<file path="config.mk">
export PLATFORM = sky130hd
export DESIGN_NAME = note_sequencer
export DESIGN_NICKNAME = d
export VERILOG_FILES = /design/src/rtl/note_sequencer_pkg.sv /design/src/rtl/note_sequencer_chart_rom.sv /design/src/rtl/note_sequencer.sv
export SDC_FILE = /design/constraint.sdc
export NUM_CORES = 1
export LEC_CHECK = 0
export CELL_PAD_IN_SITES_DETAIL_PLACEMENT = 1
export CELL_PAD_IN_SITES_GLOBAL_PLACEMENT = 2
export CORE_AREA = 2 2 39 41
export CTS_BUF_LIST = sky130_fd_sc_hd__clkbuf_16
export CTS_CLUSTER_DIAMETER = 80
export DETAILED_ROUTE_END_ITERATION = 16
export DIE_AREA = 0 0 41 43
export DONT_BUFFER_PORTS = 1
export PLACE_DENSITY_LB_ADDON = 0.1
export SYNTH_ARGS = -nofsm -noshare
export SYNTH_HDL_FRONTEND = slang
export SYNTH_SLANG_ARGS = --single-unit
export TNS_END_PERCENT = 20
</file>
<file path="constraint.sdc">
create_clock -name CLOCK_50 -period 1.2 [get_ports CLOCK_50]
set_input_delay 0.24 -clock CLOCK_50 [delete_from_list [all_inputs] [get_ports CLOCK_50]]
set_output_delay 0.24 -clock CLOCK_50 [all_outputs]
set_load 0.01 [all_outputs]
</file>
<file path="src/rtl/note_sequencer_pkg.sv">
// -----------------------------------------------------------------------------
// note_sequencer_pkg
//   Shared definitions for the expected-note sequencer: chord width, the
//   "no note due" value, the one-hot FSM state encoding and small state
//   classification helpers used by the sequencer.
// -----------------------------------------------------------------------------
package note_sequencer_pkg;

    // Five frets, one bit per fret.
    localparam int unsigned NOTE_W = 5;

    typedef logic [NOTE_W-1:0] notes_t;

    // Chart sentinel and the value driven on exp_notes when nothing is due.
    localparam notes_t NO_NOTES = '0;

    // One-hot state encoding: a single bit per state keeps the busy /
    // song_done decodes to one OR gate each.
    typedef enum logic [5:0] {
        ST_IDLE       = 6'b000001,
        ST_FETCH      = 6'b000010,
        ST_FETCH_WAIT = 6'b000100,
        ST_GAP        = 6'b001000,
        ST_WINDOW     = 6'b010000,
        ST_DONE       = 6'b100000
    } state_e;

    // States in which a song is in progress.
    function automatic logic is_busy(input state_e s);
        return (s == ST_FETCH) || (s == ST_FETCH_WAIT) ||
               (s == ST_GAP)   || (s == ST_WINDOW);
    endfunction

    // States whose duration is measured in chart ticks.
    function automatic logic is_timed(input state_e s);
        return (s == ST_GAP) || (s == ST_WINDOW);
    endfunction

endpackage : note_sequencer_pkg

</file>
<file path="src/rtl/note_sequencer_chart_rom.sv">
// -----------------------------------------------------------------------------
// note_sequencer_chart_rom
//   Song chart ROM with a synchronous read port (one cycle of latency).
//   Contents come from the CHART_INIT parameter: entry i occupies bits
//   [i*DATA_W +: DATA_W], each entry formatted as {notes, gap}.
// Ports
//   clk_i   in  1       clock
//   addr_i  in  ADDR_W  entry address, sampled every cycle
//   data_o  out DATA_W  entry at the address presented on the previous cycle
// -----------------------------------------------------------------------------
module note_sequencer_chart_rom #(
    parameter int unsigned ADDR_W = 8,
    parameter int unsigned DATA_W = 13,
    parameter logic [(2**ADDR_W)*DATA_W-1:0] CHART_INIT = '0
) (
    input  logic              clk_i,
    input  logic [ADDR_W-1:0] addr_i,
    output logic [DATA_W-1:0] data_o
);

    logic [DATA_W-1:0] data_q;

    // NOTE: ROM/RAM read registers get no reset so they map onto block
    // memory output registers; the sequencer never consumes this value
    // before a FETCH has presented a valid address.
    always_ff @(posedge clk_i) begin
        data_q <= CHART_INIT[addr_i*DATA_W +: DATA_W];
    end

    assign data_o = data_q;

endmodule : note_sequencer_chart_rom

</file>
<file path="src/rtl/note_sequencer.sv">
// -----------------------------------------------------------------------------
// note_sequencer
//   Producer of the expected-note stream for the gameplay scorer. Walks the
//   song chart, holds each chord on exp_notes for a fixed hit window and
//   always puts a silent gap (exp_notes == 0) in front of every chord.
// Ports
//   CLOCK_50    in   1       system clock
//   resetn      in   1       asynchronous active-low reset
//   start       in   1       level; starts the song from entry 0 in IDLE/DONE
//   pause       in   1       level; freezes tick timing while high
//   exp_notes   out  5       expected chord, one bit per fret; 0 = none due
//   note_valid  out  1       one-cycle pulse when exp_notes becomes nonzero
//   busy        out  1       song in progress (FETCH/FETCH_WAIT/GAP/WINDOW)
//   song_done   out  1       held high in DONE
//   note_index  out  ADDR_W  address of the current chart entry
// -----------------------------------------------------------------------------
module note_sequencer
    import note_sequencer_pkg::*;
#(
    parameter int unsigned TICK_DIV     = 2_500_000,
    parameter int unsigned WINDOW_TICKS = 6,
    parameter int unsigned ADDR_W       = 8,
    parameter int unsigned GAP_W        = 8,
    parameter logic [(2**ADDR_W)*(NOTE_W+GAP_W)-1:0] CHART_INIT = '0
) (
    input  logic              CLOCK_50,
    input  logic              resetn,
    input  logic              start,
    input  logic              pause,
    output logic [NOTE_W-1:0] exp_notes,
    output logic              note_valid,
    output logic              busy,
    output logic              song_done,
    output logic [ADDR_W-1:0] note_index
);

    localparam int unsigned ENTRY_W = NOTE_W + GAP_W;
    localparam int unsigned TICK_W  = (TICK_DIV > 1) ? $clog2(TICK_DIV) : 1;
    localparam int unsigned WIN_W   = $clog2(WINDOW_TICKS + 1);

    localparam logic [TICK_W-1:0] TICK_LAST  = TICK_W'(TICK_DIV - 1);
    localparam logic [TICK_W-1:0] TICK_ONE   = TICK_W'(1);
    localparam logic [GAP_W-1:0]  GAP_ONE    = GAP_W'(1);
    localparam logic [WIN_W-1:0]  WIN_ONE    = WIN_W'(1);
    localparam logic [WIN_W-1:0]  WIN_LOAD   = WIN_W'(WINDOW_TICKS);
    localparam logic [ADDR_W-1:0] INDEX_ONE  = ADDR_W'(1);
    localparam logic [ADDR_W-1:0] LAST_INDEX = '1;

    // ------------------------------------------------------------------
    // State and datapath registers
    // ------------------------------------------------------------------
    state_e              state_q,    state_d;
    logic [TICK_W-1:0]   tick_cnt_q, tick_cnt_d;
    logic [GAP_W-1:0]    gap_cnt_q,  gap_cnt_d;
    logic [WIN_W-1:0]    win_cnt_q,  win_cnt_d;
    notes_t              notes_q,    notes_d;    // chord waiting behind the gap
    notes_t              exp_q,      exp_d;
    logic                valid_q,    valid_d;
    logic [ADDR_W-1:0]   index_q,    index_d;

    // ------------------------------------------------------------------
    // Chart ROM
    // ------------------------------------------------------------------
    logic [ENTRY_W-1:0]  rom_data;
    notes_t              rom_notes;
    logic [GAP_W-1:0]    rom_gap;

    note_sequencer_chart_rom #(
        .ADDR_W     (ADDR_W),
        .DATA_W     (ENTRY_W),
        .CHART_INIT (CHART_INIT)
    ) u_chart_rom (
        .clk_i  (CLOCK_50),
        .addr_i (index_q),
        .data_o (rom_data)
    );

    assign rom_notes = rom_data[ENTRY_W-1 -: NOTE_W];
    assign rom_gap   = rom_data[GAP_W-1:0];

    // ------------------------------------------------------------------
    // Tick generation: only runs in GAP/WINDOW and only while unpaused,
    // so a paused song resumes with exactly the cycles it had left.
    // ------------------------------------------------------------------
    logic run_timer;
    logic tick;

    assign run_timer = is_timed(state_q) && !pause;
    assign tick      = run_timer && (tick_cnt_q == TICK_LAST);

    // ------------------------------------------------------------------
    // Next-state logic
    // ------------------------------------------------------------------
    // NOTE: every signal driven here gets a default before the case so no
    // path leaves it unassigned; otherwise synthesis infers a latch.
    always_comb begin
        state_d    = state_q;
        tick_cnt_d = tick_cnt_q;
        gap_cnt_d  = gap_cnt_q;
        win_cnt_d  = win_cnt_q;
        notes_d    = notes_q;
        exp_d      = exp_q;
        valid_d    = 1'b0;
        index_d    = index_q;

        if (run_timer) begin
            tick_cnt_d = tick ? '0 : tick_cnt_q + TICK_ONE;
        end

        case (state_q)
            ST_IDLE, ST_DONE: begin
                if (start) begin
                    state_d = ST_FETCH;
                    index_d = '0;
                end
            end

            // The ROM samples index_q at the end of this cycle.
            ST_FETCH: begin
                state_d = ST_FETCH_WAIT;
            end

            ST_FETCH_WAIT: begin
                if (rom_notes == NO_NOTES) begin
                    state_d = ST_DONE;
                end else begin
                    notes_d    = rom_notes;
                    // A zero gap still gets one silent tick so the scorer
                    // sees every chord begin and end.
                    gap_cnt_d  = (rom_gap == '0) ? GAP_ONE : rom_gap;
                    tick_cnt_d = '0;
                    state_d    = ST_GAP;
                end
            end

            ST_GAP: begin
                if (tick) begin
                    gap_cnt_d = gap_cnt_q - GAP_ONE;
                    if (gap_cnt_q == GAP_ONE) begin
                        state_d   = ST_WINDOW;
                        exp_d     = notes_q;
                        valid_d   = 1'b1;
                        win_cnt_d = WIN_LOAD;
                    end
                end
            end

            ST_WINDOW: begin
                if (tick) begin
                    win_cnt_d = win_cnt_q - WIN_ONE;
                    if (win_cnt_q == WIN_ONE) begin
                        exp_d = NO_NOTES;
                        // A full chart stops on its last entry rather than
                        // wrapping back to entry 0.
                        if (index_q == LAST_INDEX) begin
                            state_d = ST_DONE;
                        end else begin
                            index_d = index_q + INDEX_ONE;
                            state_d = ST_FETCH;
                        end
                    end
                end
            end

            default: begin
                state_d = ST_IDLE;
            end
        endcase
    end

    // ------------------------------------------------------------------
    // State registers
    // ------------------------------------------------------------------
    // NOTE: sequential state uses non-blocking assignments so every register
    // samples the values from before the clock edge, regardless of order.
    always_ff @(posedge CLOCK_50 or negedge resetn) begin
        if (!resetn) begin
            state_q    <= ST_IDLE;
            tick_cnt_q <= '0;
            gap_cnt_q  <= '0;
            win_cnt_q  <= '0;
            notes_q    <= NO_NOTES;
            exp_q      <= NO_NOTES;
            valid_q    <= 1'b0;
            index_q    <= '0;
        end else begin
            state_q    <= state_d;
            tick_cnt_q <= tick_cnt_d;
            gap_cnt_q  <= gap_cnt_d;
            win_cnt_q  <= win_cnt_d;
            notes_q    <= notes_d;
            exp_q      <= exp_d;
            valid_q    <= valid_d;
            index_q    <= index_d;
        end
    end

    // ------------------------------------------------------------------
    // Outputs
    // ------------------------------------------------------------------
    assign exp_notes  = exp_q;
    assign note_valid = valid_q;
    assign busy       = is_busy(state_q);
    assign song_done  = (state_q == ST_DONE);
    assign note_index = index_q;

endmodule : note_sequencer

</file>
==> results by group, run 1 <==
Worst setup path
  • Worst setup SP type: flip-flop
  • Critical Path Fanout Max: 2
  • Worst Path Arrival: 1.03 ns
  • Crit Path Class: reg2out
  • Reg2reg setup slack: 0 ns
  • Crit-path slowest cell: dfrtp_1
  • Max incr delay on CP: ~0.39 ns
  • R2R cell count: 5
  • Worst R2R Start: state_q[2]
  • Critical Path, Cell by Cell: xnor2_1 > nor3_1 > buf_4
  • CP required: approximately 0.96 ns
  • Nature of the critical path endpoint: primary output
  • Worst flop-to-flop path endpoint: state_q[0]

Die
  • Full die area: roughly 1800 sq um
  • Num rows: 14
  • Die Span Y: about 43 microns
  • Initial core utilization: 0.241
  • # IOs: 20
  • Core box area: between 1000 and 1500 sq um
  • Die W: just over 40 microns

Drt
  • Residual DRC: 0
  • 1st-pass router iterations: 1
  • Final ANT Viol Nets: 0
  • Drt via density: approximately 3.6
  • DR vias: 223
  • WL/cell: about 10 microns
  • Iter 0 DRT Violations: 0
  • Drt total wl: 644 microns

Clock network
  • Num CTS Buffers: 3
  • CTS Root Cell: clkbuf_16
  • Htree depth: 1
  • CTS tree: yes
  • Max clock buf depth: 2
  • Clock Sinks: 4
  • Clock Pin Slew Worst Setup and Hold Paths: 0.03 ns
  • Clk_lat worst skew: roughly 0.23 ns

Power
  • Pleak: between 0.2 and 0.25 nW
  • Power per Cell Area: roughly 2500 nW/um^2
  • Peak supply drop: approximately 0.46 mV

Place
  • Placed wire-length estimate: 492 microns
  • RePlAce Congestion: approximately 0.62
  • Inst Count DP: 55
  • Cell Area, Placed: 312 sq um
  • Number of buffers added on ports: 0

Synth
  • Largest family of logic cells by synthesized area: buffers and inverters
  • Mean area per synthesized cell: roughly 8.8 sq um
  • Post-Syn Area: around 330 sq um
  • Largest area contributor in the netlist: buf_4
  • Synth cell count leaders: 14 x buf_4, 3 x dfrtp_1, 3 x nor3_1
  • Post-synth EDFFs: 0
  • Gate Count Post-Synth: 38
  • Sequential element share of the synthesized area: 0.303
  • Ys flop type: dfrtp_1
  • Count leader, synth: buf_4
  • Fraction of synthesized area in multiplexers: 0.0300
  • XOR/XNOR Fraction of Synth Area: 0.0524
  • Distinct cells, synth: 18
  • Area share of the leading cell type in the synthesized netlist: 0.315
  • Adder-Cell Fraction of Synth Area: 0
  • Number of warnings issued by yosys: 0
  • Number of synthesized register bits: 4
  • Main area contributors after synthesis: buf_4 31%, dfrtp_1 22%, dfstp_2 7.9%, nor3_1 4.5%, nor3b_2 3.7%
  • Share of synthesized flip-flops with an asynchronous set or reset: 1.00
  • Simple-Gate Fraction of Synth Area: 0.172
  • Complex-gate fraction of the synthesized area: 0.0562

Finish
  • Nets: between 50 and 60
  • Ant. Diodes: 0
  • Most flops, register: state_q
  • Layout area overhead: 29.2%
  • Design area: 432 sq um
  • Final core utilization: 0.312
  • Finished Layout Cells: 62
  • Top Registers: state_q: 4 flops
  • Layout cells sized above 1: 0.283
  • Fillers: approximately 170
  • Max reg flops: 4

GRT
  • Gr usage total: 0.0945
  • Largest net degree at the start of global routing: 7
  • Vias in the first global route: 220
  • Grt total ovfl: 0
  • First-pass GRT wire length: about 980 microns
  • Initial antenna violation count: 0

STA
  • Fin crit period: ~1.3 ns
  • Final count of negative-setup-slack endpoints: 2
  • Max Freq: ~0.79 GHz
  • Clk_skew: roughly 0.003 ns
  • Fin. max-slew vios: 0
  • Final period util: 1.06
  • Final-report hold violation count: 0
  • Final worst slack: -0.0704 ns
  • RSZ-0062 raised after global routing: yes

Job
  • Max Cap Violations: 0

Run status
  • Status: finished with violations
  • Failing checks: negative setup slack

Hold path
  • Hold endpoint: state_q[1]
  • Worst hold path cell count: 2
  • Min-delay src: start
  • HP Class: in2reg
## placed cells by master, fill, tap and decap left out, drive strengths merged
cell type     n
conb         14
buf           6
clkbuf        3
dfrtp         3
nor3          3
inv           2
nand2         2
nor2          2
a21oi         2
xnor2         1
nand2b        1
xor2          1
mux2i         1
o22a          1
nor3b         1
nor4b         1
dlygate4sd3   1
dfstp         1
## critical path: cells and delay by family (launching register included)
kind          cells  cell delay [ns]
xor+xnor          1             0.13
buf+inv           1             0.15
flops             1             0.39
simple gates      1             0.14
## per-stage QoR
stage / setup slack [ns] / setup TNS (ns) / power, mW / hold slack (ns)
floorplan: 0.0947 / 0 / 0.447 / -0.0556
global placement: 0.0964 / 0 / 0.476 / -0.0555
detailed placement: 0.0708 / 0 / 0.480 / -0.0555
CTS: -0.0636 / -0.118 / 1.07 / 0.161
global route: -0.108 / -0.241 / 1.13 / 0.163
finish: -0.0704 / -0.115 / 1.07 / 0.159
## how the worst max path moves through the flow
stage | from | slack, ns | depth (start not counted) | endpoint
after detailed placement | state_q[2] | 0.07 | 4 | state_q[0]
after floorplan | state_q[1] | 0.09 | 3 | busy
final | state_q[1] | -0.07 | 3 | busy
after global routing | state_q[1] | -0.11 | 3 | busy
after global placement | state_q[0] | 0.1 | 2 | song_done
after CTS | state_q[1] | -0.06 | 3 | busy
## routing by layer
metal | part of all wire | vias to the layer above | track usage
li1 | - | 109 | -
met1 | 0.41 | 101 | 0.103
met2 | 0.49 | 10 | 0.116
met3 | 0.067 | 3 | 0.0366
met4 | 0.036 | 0 | 0.120
met5 | 0 | - | 0
## layout make-up
type                       instances  area [sq um]  share of cell area
tap                               16          20.0              0.0464
clock buffer                       3          75.1               0.174
inverter                           1          3.75             0.00870
clock inverter                     1          3.75             0.00870
multi-input combinational         30           169               0.391
sequential                         4           101               0.235
timing repair buffer               7          58.8               0.136
## power breakdown
group          leakage, nW  total, mW  internal (mW)  switching, mW
Clock               0.0423      0.531          0.431          0.100
Sequential          0.0511      0.235          0.187         0.0484
Combinational        0.131      0.305          0.161          0.144
## timing repair
item / CTS / global route
resized for setup: 3 / 0
hold endpoints to repair: 4 / 0
hold buffers: 1 / 0
endpoints found under the setup margin: 2 / 3
pin swaps: 1 / 0
setup buffers: 2 / 0
## cells by family after synthesis
family	Yosys count
other	1
muxes	1
buffers and inverters	17
AOI/OAI and AO/OA	3
xor gates and xnor gates	2
and+or+nand+nor	10
DFF	4
Note: power is estimated with default switching activity, not from simulation.
==> run 2: changes to the inputs <==
--- a/config.mk
+++ b/config.mk
@@ -8,12 +8,13 @@
 export CELL_PAD_IN_SITES_DETAIL_PLACEMENT = 1
 export CELL_PAD_IN_SITES_GLOBAL_PLACEMENT = 2
 export CORE_AREA = 2 2 39 41
-export CTS_BUF_LIST = sky130_fd_sc_hd__clkbuf_16
+export CTS_BUF_LIST = sky130_fd_sc_hd__clkbuf_4 sky130_fd_sc_hd__clkbuf_8
 export CTS_CLUSTER_DIAMETER = 80
 export DETAILED_ROUTE_END_ITERATION = 16
 export DIE_AREA = 0 0 41 43
 export DONT_BUFFER_PORTS = 1
 export PLACE_DENSITY_LB_ADDON = 0.1
+export SKIP_LAST_GASP = 1
 export SYNTH_ARGS = -nofsm -noshare
 export SYNTH_HDL_FRONTEND = slang
 export SYNTH_SLANG_ARGS = --single-unit
==> results by group, run 2 (same netlist as run 1, synthesis figures left out) <==
Run status
  • Status: finished with violations
  • Failing checks: negative setup slack

Drt
  • DR vias: 224
  • Residual DRC: 0
  • Final ANT Viol Nets: 0
  • WL/cell: roughly 11 microns
  • 1st-pass router iterations: 2
  • Drt via density: 3.61
  • Drt total wl: ~680 microns
  • Iter 0 DRT Violations: 1

Die
  • Full die area: around 1800 sq um
  • Initial core utilization: 0.241
  • # IOs: 20
  • Die W: between 40 and 50 microns
  • Die Span Y: around 43 microns
  • Core box area: roughly 1400 sq um
  • Num rows: 14

GRT
  • Vias in the first global route: 231
  • Initial antenna violation count: 0
  • Gr usage total: 0.0936
  • First-pass GRT wire length: between 1000 and 1500 microns
  • Largest net degree at the start of global routing: 7
  • Grt total ovfl: 0

Clock network
  • Clock Pin Slew Worst Setup and Hold Paths: 0.04 ns
  • CTS tree: yes
  • Clock Sinks: 4
  • Num CTS Buffers: 3
  • Max clock buf depth: 2
  • CTS Root Cell: clkbuf_4
  • Clk_lat worst skew: 0.24 ns
  • Htree depth: 1

Place
  • RePlAce Congestion: a little over 0.6
  • Placed wire-length estimate: just under 500 microns
  • Number of buffers added on ports: 0
  • Inst Count DP: 55
  • DP Worst Slack: ~0.07 ns

Worst setup path
  • Worst setup SP type: flip-flop
  • Nature of the critical path endpoint: primary output
  • Max incr delay on CP: ~0.39 ns
  • Crit-path slowest cell: dfrtp_1
  • Crit Path Class: reg2out
  • Worst Path Arrival: between 1 and 1.5 ns
  • Critical Path, Cell by Cell: xnor2_1 > nor3_1 > buf_4
  • Critical Path Fanout Max: 2
  • CP required: about 0.96 ns

Finish
  • Most flops, register: state_q
  • Finished Layout Cells: 62
  • Layout cells sized above 1: 0.304
  • Max reg flops: 4
  • Nets: just over 50
  • Top Registers: state_q: 4 flops
  • Ant. Diodes: 0
  • Layout area overhead: 13.5%
  • Most frequent cells in the layout: 14 x conb_1, 6 x buf_4, 4 x clkbuf_4, 3 x dfrtp_1
  • Fillers: ~180
  • Most common cell after layout, fill and taps aside: conb_1

Hold path
  • HP Class: in2reg

Job
  • Max Cap Violations: 0

Power
  • Logic pwr share: 0.403
  • Switching part of the total: 0.340
  • Power per Cell Area: around 2000 nW/um^2
  • Pleak: ~0.2 nW
  • Sequential Power Share: 0.313
  • Clock Power Share: 0.284
  • Peak supply drop: between 0.3 and 0.4 mV
  • Internal power: between 0.4 and 0.5 mW
  • Switch Pwr: 0.253 mW

STA
  • Final count of negative-setup-slack endpoints: 3
  • Fin crit period: 1.28 ns
  • Final-report hold violation count: 0
  • RSZ-0062 raised after global routing: yes
  • Max Freq: approximately 0.78 GHz
  • Final period util: 1.07
  • Fin. max-slew vios: 0
  • Final worst slack: -0.0796 ns
  • Clk_skew: ~0.0066 ns
## run 2: cell types whose count changed in the layout (fill, tap and decap cells not counted)
cell,previous run,this run
buf_4,5,6
buf_6,1,0
clkbuf_16,3,0
clkbuf_4,0,4
inv_1,2,1
## run 2: routing by layer
metal / wire length, microns / up-vias / GRT usage / part of all wire
met4: 0 / 0 / 0.100 / 0
met2: 394 / 7 / 0.147 / 0.58
met1: 258 / 108 / 0.0874 / 0.38
met3: 23 / 0 / 0.0209 / 0.034
met5: 0 / - / 0 / 0
li1: - / 109 / - / -
## run 2: through the flow
stage               instance area, sq um   util  setup TNS, ns  hold slack, ns  power, mW
floorplan                            383      -              0         -0.0556      0.447
global placement                     312  0.225              0         -0.0555      0.476
detailed placement                   312  0.225              0         -0.0555      0.480
CTS                                  379  0.274         -0.216           0.142      0.753
global route                         379  0.274         -0.375           0.146      0.802
finish                               379  0.274         -0.193           0.148      0.743
## run 2: final timing paths
kind	start	endpoint	slack [ns]	cells after the start
min reg2reg	state_q[0]	state_q[0]	0.58	1
max reg2reg	state_q[2]	state_q[0]	-0.05	5
max in group asynchronous	resetn	state_q[0]	0.68	1
min	start	state_q[1]	0.15	2
max	state_q[2]	busy	-0.08	3
min in group asynchronous	resetn	state_q[5]	0.27	1
## run 2: layout make-up
type / instances / area [sq um] / share of cell area
flip-flops and latches: 4 / 101 / 0.267
inverters: 1 / 3.75 / 0.00990
well taps: 16 / 20.0 / 0.0528
multi-input cells: 30 / 169 / 0.446
clock buffers: 4 / 30.0 / 0.0792
repair buffers: 7 / 55.1 / 0.145
## run 2: power groups by stage
stage                     registers [mW]  clock network [mW]  logic, mW
final                              0.233               0.211      0.300
after global routing               0.239               0.235      0.329
after CTS                          0.233               0.222      0.298
after detailed placement           0.236                   0      0.245
after global placement             0.234                   0      0.241
after floorplan                    0.213                   0      0.234
## run 2: what timing repair did
action	CTS	global route
endpoints found under the setup margin	2	3
resized for setup	2	0
hold buffers	1	0
hold endpoints to repair	4	0
setup buffers	2	0
## run 2: worst max-delay path, delay by kind of cell, from the launching register on
kind,cells,cell delay (ns)
simple gates,1,0.14
buf+inv,1,0.15
flops,1,0.39
xor+xnor,1,0.12
